## src/rtl/arp_responder.sv

```systemverilog
// arp_responder: answers ARP requests for MY_IP with a 60-byte reply streamed in N-bit beats
module arp_responder #(
  parameter int N = 2,
  parameter logic [31:0] MY_IP = 32'h12_12_6b_0d
) (
  input  logic         clk,
  input  logic         rst,
  input  logic [47:0]  mac,
  input  logic         rx_axiiv,
  input  logic [N-1:0] rx_axiid,
  input  logic         rx_frame_done,
  input  logic         rx_fcs_ok,
  output logic         tx_req,
  input  logic         tx_grant,
  output logic         tx_axiov,
  output logic [N-1:0] tx_axiod,
  output logic         tx_last,
  output logic [15:0]  replies_sent
);
  localparam int BPB = 8 / N;
  localparam int SW = BPB > 1 ? $clog2(BPB) : 1;
  localparam int BEATS = 480 / N;
  localparam logic [79:0] HDR = 80'h0806_0001_0800_06_04_0001;
  typedef enum logic [2:0] {IDLE, PARSE, DROP, PENDING, SEND} state_t;
  state_t state, state_n;
  logic [SW-1:0] sub;
  logic [5:0] idx;
  logic [7:0] sr, bv;
  logic bc, uc, nbc, nuc, rx_on, done, bad, hit;
  logic [47:0] req_sha;
  logic [31:0] req_spa;
  logic [8:0] tx_cnt;
  logic [479:0] frame;
  assign frame = {req_sha, mac, 16'h0806, 16'h0001, 16'h0800, 8'h06, 8'h04, 16'h0002,
                  mac, MY_IP, req_sha, req_spa, 144'h0};
  assign tx_req = state == PENDING;
  assign tx_axiov = state == SEND;
  assign tx_axiod = tx_axiov ? N'(frame >> (480 - N * (int'(tx_cnt) + 1))) : '0;
  assign tx_last = tx_axiov && tx_cnt == 9'(BEATS - 1);
  // idx counts completed bytes, so a check fires on the beat that finishes byte idx
  always_comb begin
    rx_on = rx_axiiv && (state == IDLE || state == PARSE);
    bv = 8'({sr, rx_axiid});
    done = rx_on && sub == SW'(BPB - 1);
    nbc = bc && bv == 8'hff;
    nuc = uc && bv == 8'(mac >> (8 * (5 - int'(idx))));
    bad = done && ((idx == 6'd5 && !(nbc || nuc)) ||
                   (idx >= 6'd12 && idx <= 6'd21 && bv != 8'(HDR >> (8 * (21 - int'(idx))))) ||
                   (idx >= 6'd38 && idx <= 6'd41 && bv != 8'(MY_IP >> (8 * (41 - int'(idx))))));
    hit = rx_fcs_ok && idx >= 6'd42;
    state_n = state;
    case (state)
      IDLE:    state_n = rx_axiiv ? (bad ? DROP : PARSE) : IDLE;
      PARSE:   state_n = rx_frame_done ? (hit ? PENDING : IDLE) : (bad ? DROP : PARSE);
      DROP:    state_n = rx_frame_done ? IDLE : DROP;
      PENDING: state_n = tx_grant ? SEND : PENDING;
      SEND:    state_n = tx_last ? IDLE : SEND;
      default: state_n = IDLE;
    endcase
  end
  always_ff @(posedge clk) begin
    state <= rst ? IDLE : state_n;
    tx_cnt <= (rst || state != SEND) ? '0 : tx_cnt + 9'd1;
    replies_sent <= rst ? '0 : replies_sent + 16'(tx_last);
  end
  // parse counters are cleared whenever no frame is being parsed
  always_ff @(posedge clk) begin
    if (rst || (state == PARSE && rx_frame_done) || !(state == IDLE || state == PARSE)) begin
      sub <= '0;
      idx <= '0;
      sr <= '0;
      bc <= 1'b1;
      uc <= 1'b1;
    end else if (rx_on) begin
      sr <= bv;
      sub <= done ? '0 : sub + 1'b1;
      if (done) begin
        idx <= idx == 6'd63 ? idx : idx + 6'd1;
        if (idx < 6'd6) begin
          bc <= nbc;
          uc <= nuc;
        end
        if (idx >= 6'd22 && idx <= 6'd27) req_sha <= {req_sha[39:0], bv};
        if (idx >= 6'd28 && idx <= 6'd31) req_spa <= {req_spa[23:0], bv};
      end
    end
  end
endmodule

```

## config.mk

```make
export PLATFORM = sky130hd
export DESIGN_NAME = arp_responder
export DESIGN_NICKNAME = d
export VERILOG_FILES = /design/src/rtl/arp_responder.sv
export SDC_FILE = /design/constraint.sdc
export NUM_CORES = 1
export LEC_CHECK = 0
export BUFFER_PORTS_ARGS = -buffer_cell sky130_fd_sc_hd__buf_2
export CELL_PAD_IN_SITES_DETAIL_PLACEMENT = 1
export CELL_PAD_IN_SITES_GLOBAL_PLACEMENT = 1
export CORE_ASPECT_RATIO = 0.9
export CORE_UTILIZATION = 40
export CTS_CLUSTER_SIZE = 12
export DETAILED_ROUTE_END_ITERATION = 8
export HOLD_SLACK_MARGIN = 0.15
export PLACE_DENSITY = 0.72
export SYNTH_ARGS = -nofsm -noshare
export SYNTH_HDL_FRONTEND = slang
export SYNTH_SLANG_ARGS = --single-unit
```

## constraint.sdc

```tcl
create_clock -name clk -period 4.8 [get_ports clk]
set_input_delay 0 -clock clk [delete_from_list [all_inputs] [get_ports clk]]
set_output_delay 0 -clock clk [all_outputs]
set_load 0.05 [all_outputs]
```

==> run_results.csv <==
group,metric,value,unit
synth,synth_area_per_cell,9.982,µm²
placed_design,port_buffers,76,
clock_tree,numCtsBuffers,17,
sta,tightest_slew,0.6903,ns
sta,final.min_clock_period,4.532,ns
finish,fin_nets,869,
floorplan,dieHeight,130.2,µm
synth,synth_seq_cells,124,
synth,ys.flop_type,"edfxtp_1",
detailed_routing,drtAntennaViolNets,0,
clock_tree,worstSkewPairLatency,0.44,ns
floorplan,die_x,144.5,µm
setup_path,crit_path_end_kind,"output pin",
finish,areaGrowthSynthToFinish,17.28,%
clock_tree,clk_pin_slew_worst_paths,0.06,ns
clock_tree,cts_buffer_depth,2,
floorplan,io_pins,77,
power_and_ir_drop,p_leak,2.933,nW
setup_path,r2r-start,"idx[2]$_SDFFE_PP0P_",
floorplan,start_util,0.4122,
finish,fin_util,0.4834,
sta,post-route-period-util,0.9442,
floorplan,fp.dieArea,0.01881,mm²
grt,grt_util_all_layers,0.2587,
synth,ys_seq_area_frac,0.4493,
placed_design,place_ws,0.7874,ns
sta,setup_tns,0,ns
placed_design,place_inst,1015,
setup_path,rr_endpoint,"state[1]$_SDFF_PP0_",
finish,drive_gt1_frac,0.2086,
synth,syn_nets,798,
worst_hold_path,hold_end,"state[0]$_SDFF_PP0_",
setup_path,cp_data_arrival_time,4.53,ns
synth,synthArstFlopShare,0,
sta,final-max-slew-violation-count,0,
floorplan,coreArea,0.01773,mm²
clock_tree,htreeDepth,4,
finish,diodes,0,
finish,fin_area,0.008569,mm²
placed_design,place_area,0.007915,mm²
sta,max-slew-margin-rel,0.5392,
placed_design,routabilityCongestion,0.9563,
sta,clock.fmax,0.2207,GHz
setup_path,r2r_setup_slack,0.48,ns
synth,synthCells,732,
synth,synth_edf_count,80,
sta,hold_viol_final,0,
detailed_routing,first_pass_iters,5,
setup_path,startpoint_type,"flip-flop",
clock_tree,tritoncts,"built",
clock_tree,root_buffer,"clkbuf_16",
sta,rsz0062_at_grt,"false",
setup_path,cp.required,4.80,ns
sta,skew,0.01106,ns
detailed_routing,num_vias,6368,
detailed_routing,drc,0,
synth,synth_top_area_share,0.3288,
power_and_ir_drop,power.total,2.504,mW
placed_design,hpwlAfterDp,17010,µm
worst_hold_path,hp-start,"rx_fcs_ok",
finish,stdcell_count,1055,
outcome,status,"complete, no violations",
power_and_ir_drop,p_per_area,292.2,mW/mm²
synth,netlist_area,0.007307,mm²
synth,synth-warning-count,0,
setup_path,worstRegToRegCells,13,
sta,whs,0.1771,ns
sta,finalSetupViolations,0,
grt,overflow,0,
worst_hold_path,min_path_cells,6,
clock_tree,clock-sinks,124,
setup_path,critPathMaxFanout,15,
detailed_routing,drt-wirelength-per-cell,21.86,µm
detailed_routing,routed_wl,23070,µm
grt,grt_pass1_vias,6557,
detailed_routing,drtIter0Drc,449,
floorplan,std_cell_rows,46,
detailed_routing,vias_per_cell,6.036,
finish,final_common_cell,"edfxtp_1",
power_and_ir_drop,ir_worst_vdd,0.2330,mV
grt,grt_pass1_wl,35980,µm
synth,synthTopCellsByArea,"edfxtp_1, dfxtp_1, mux4_2",
grt,antenna_found_initial,0,
worst_hold_path,hold_path_class,"in2reg",
synth,yosysUniqueCellTypes,74,
grt,grt_max_degree,49,
job,cap_violations,0,
synth,yosysTopAreaCell,"edfxtp_1",
setup_path,crit_type,"reg2out",
finish,final_cell_mix,"edfxtp_1, buf_2, nor2_1",
sta,fin_ws,0.2680,ns
[worst max-delay path: stages, from the launching register on]
cell      delay, ns
dfxtp_1        0.47
ha_1           0.37
nor2b_1        0.45
nand3_1        0.18
and3_1         0.28
a21oi_4        0.42
a211oi_1       0.13
or4_1          0.51
or4_1          0.48
o311a_1        0.32
a31oi_1        0.19
buf_2          0.29
[flip-flops by register name (all words and copies together) (netlist names), 2 cells and up]
signal        count
replies_sent     16
sub               2
req_spa          32
idx               6
sr                6
tx_cnt            9
state             3
req_sha          48
[kinds of logic (layout without fill, tap and decap cells)]
group / Yosys count / in the layout / synth area share
AO/OA/AOI/OAI: 173 / 173 / 0.1557
multiplexers: 56 / 56 / 0.1101
AND/OR/NAND/NOR: 270 / 270 / 0.1887
buffers and inverters: 61 / 144 / 0.03356
flip-flops: 124 / 124 / 0.4493
XOR/XNOR: 38 / 38 / 0.04555
adder cells (fa/ha/maj): 10 / 10 / 0.01712
[metal layers]
layer | global-route usage | share of wire
met1 | 0.3402 | 0.44
met5 | 0 | 0
met2 | 0.4171 | 0.48
met3 | 0.05541 | 0.064
met4 | 0.09969 | 0.022
[layout make-up]
| class | instances | area, µm² |
|---|---|---|
| flip-flops and latches | 124 | 3284 |
| multi-input cells | 547 | 3791 |
| fillers | 2027 | 9158 |
| inverters | 13 | 48.80 |
| well taps | 240 | 300.3 |
| clock inverters | 14 | 136.4 |
| clock buffers | 17 | 425.4 |
| repair buffers | 100 | 583.1 |
[what timing repair did]
item	in CTS	in global routing
endpoints found under the hold margin	31	0
hold buffers	9	0
resized for setup	0	1
buffers inserted	0	0
setup endpoints to repair	0	1
[synth_stat cells (8+ instances only)]
| cell | number |
|---|---|
| a31oi_1 | 11 |
| a21oi_1 | 42 |
| xnor2_1 | 16 |
| nand3_1 | 30 |
| edfxtp_1 | 80 |
| mux2_2 | 15 |
| o21ai_0 | 38 |
| o22ai_1 | 12 |
| dfxtp_1 | 44 |
| ha_1 | 10 |
| nand2_1 | 57 |
| nor2_1 | 72 |
| nor3_1 | 21 |
| nand4_1 | 9 |
| mux2i_1 | 23 |
| and2_1 | 8 |
| clkbuf_1 | 31 |
| mux4_2 | 18 |
| buf_1 | 8 |
| a221oi_1 | 9 |
| inv_1 | 12 |
| xor2_1 | 22 |
| nor2b_1 | 8 |
[power by group]
part	internal [mW]	switching [mW]
Clock	0.719	0.523
Combinational	0.0526	0.0627
Sequential	1.13	0.0157
Total	1.90	0.602
[how the worst max path moves through the flow]
stage / startpoint / depth (start not counted) / slack (ns) / to
final: tx_cnt[1]$_SDFF_PP0_ / 11 / 0.27 / tx_axiod[1]
after global routing: tx_cnt[1]$_SDFF_PP0_ / 11 / 0.001 / tx_axiod[1]
after CTS: idx[2]$_SDFFE_PP0P_ / 13 / 0.21 / state[1]$_SDFF_PP0_
after detailed placement: idx[2]$_SDFFE_PP0P_ / 12 / 0.79 / state[1]$_SDFF_PP0_
after global placement: idx[2]$_SDFFE_PP0P_ / 12 / 0.96 / state[1]$_SDFF_PP0_
after floorplan: tx_cnt[1]$_SDFF_PP0_ / 12 / 0.94 / tx_axiod[0]
No activity file was read; power rests on OpenSTA's default activity.
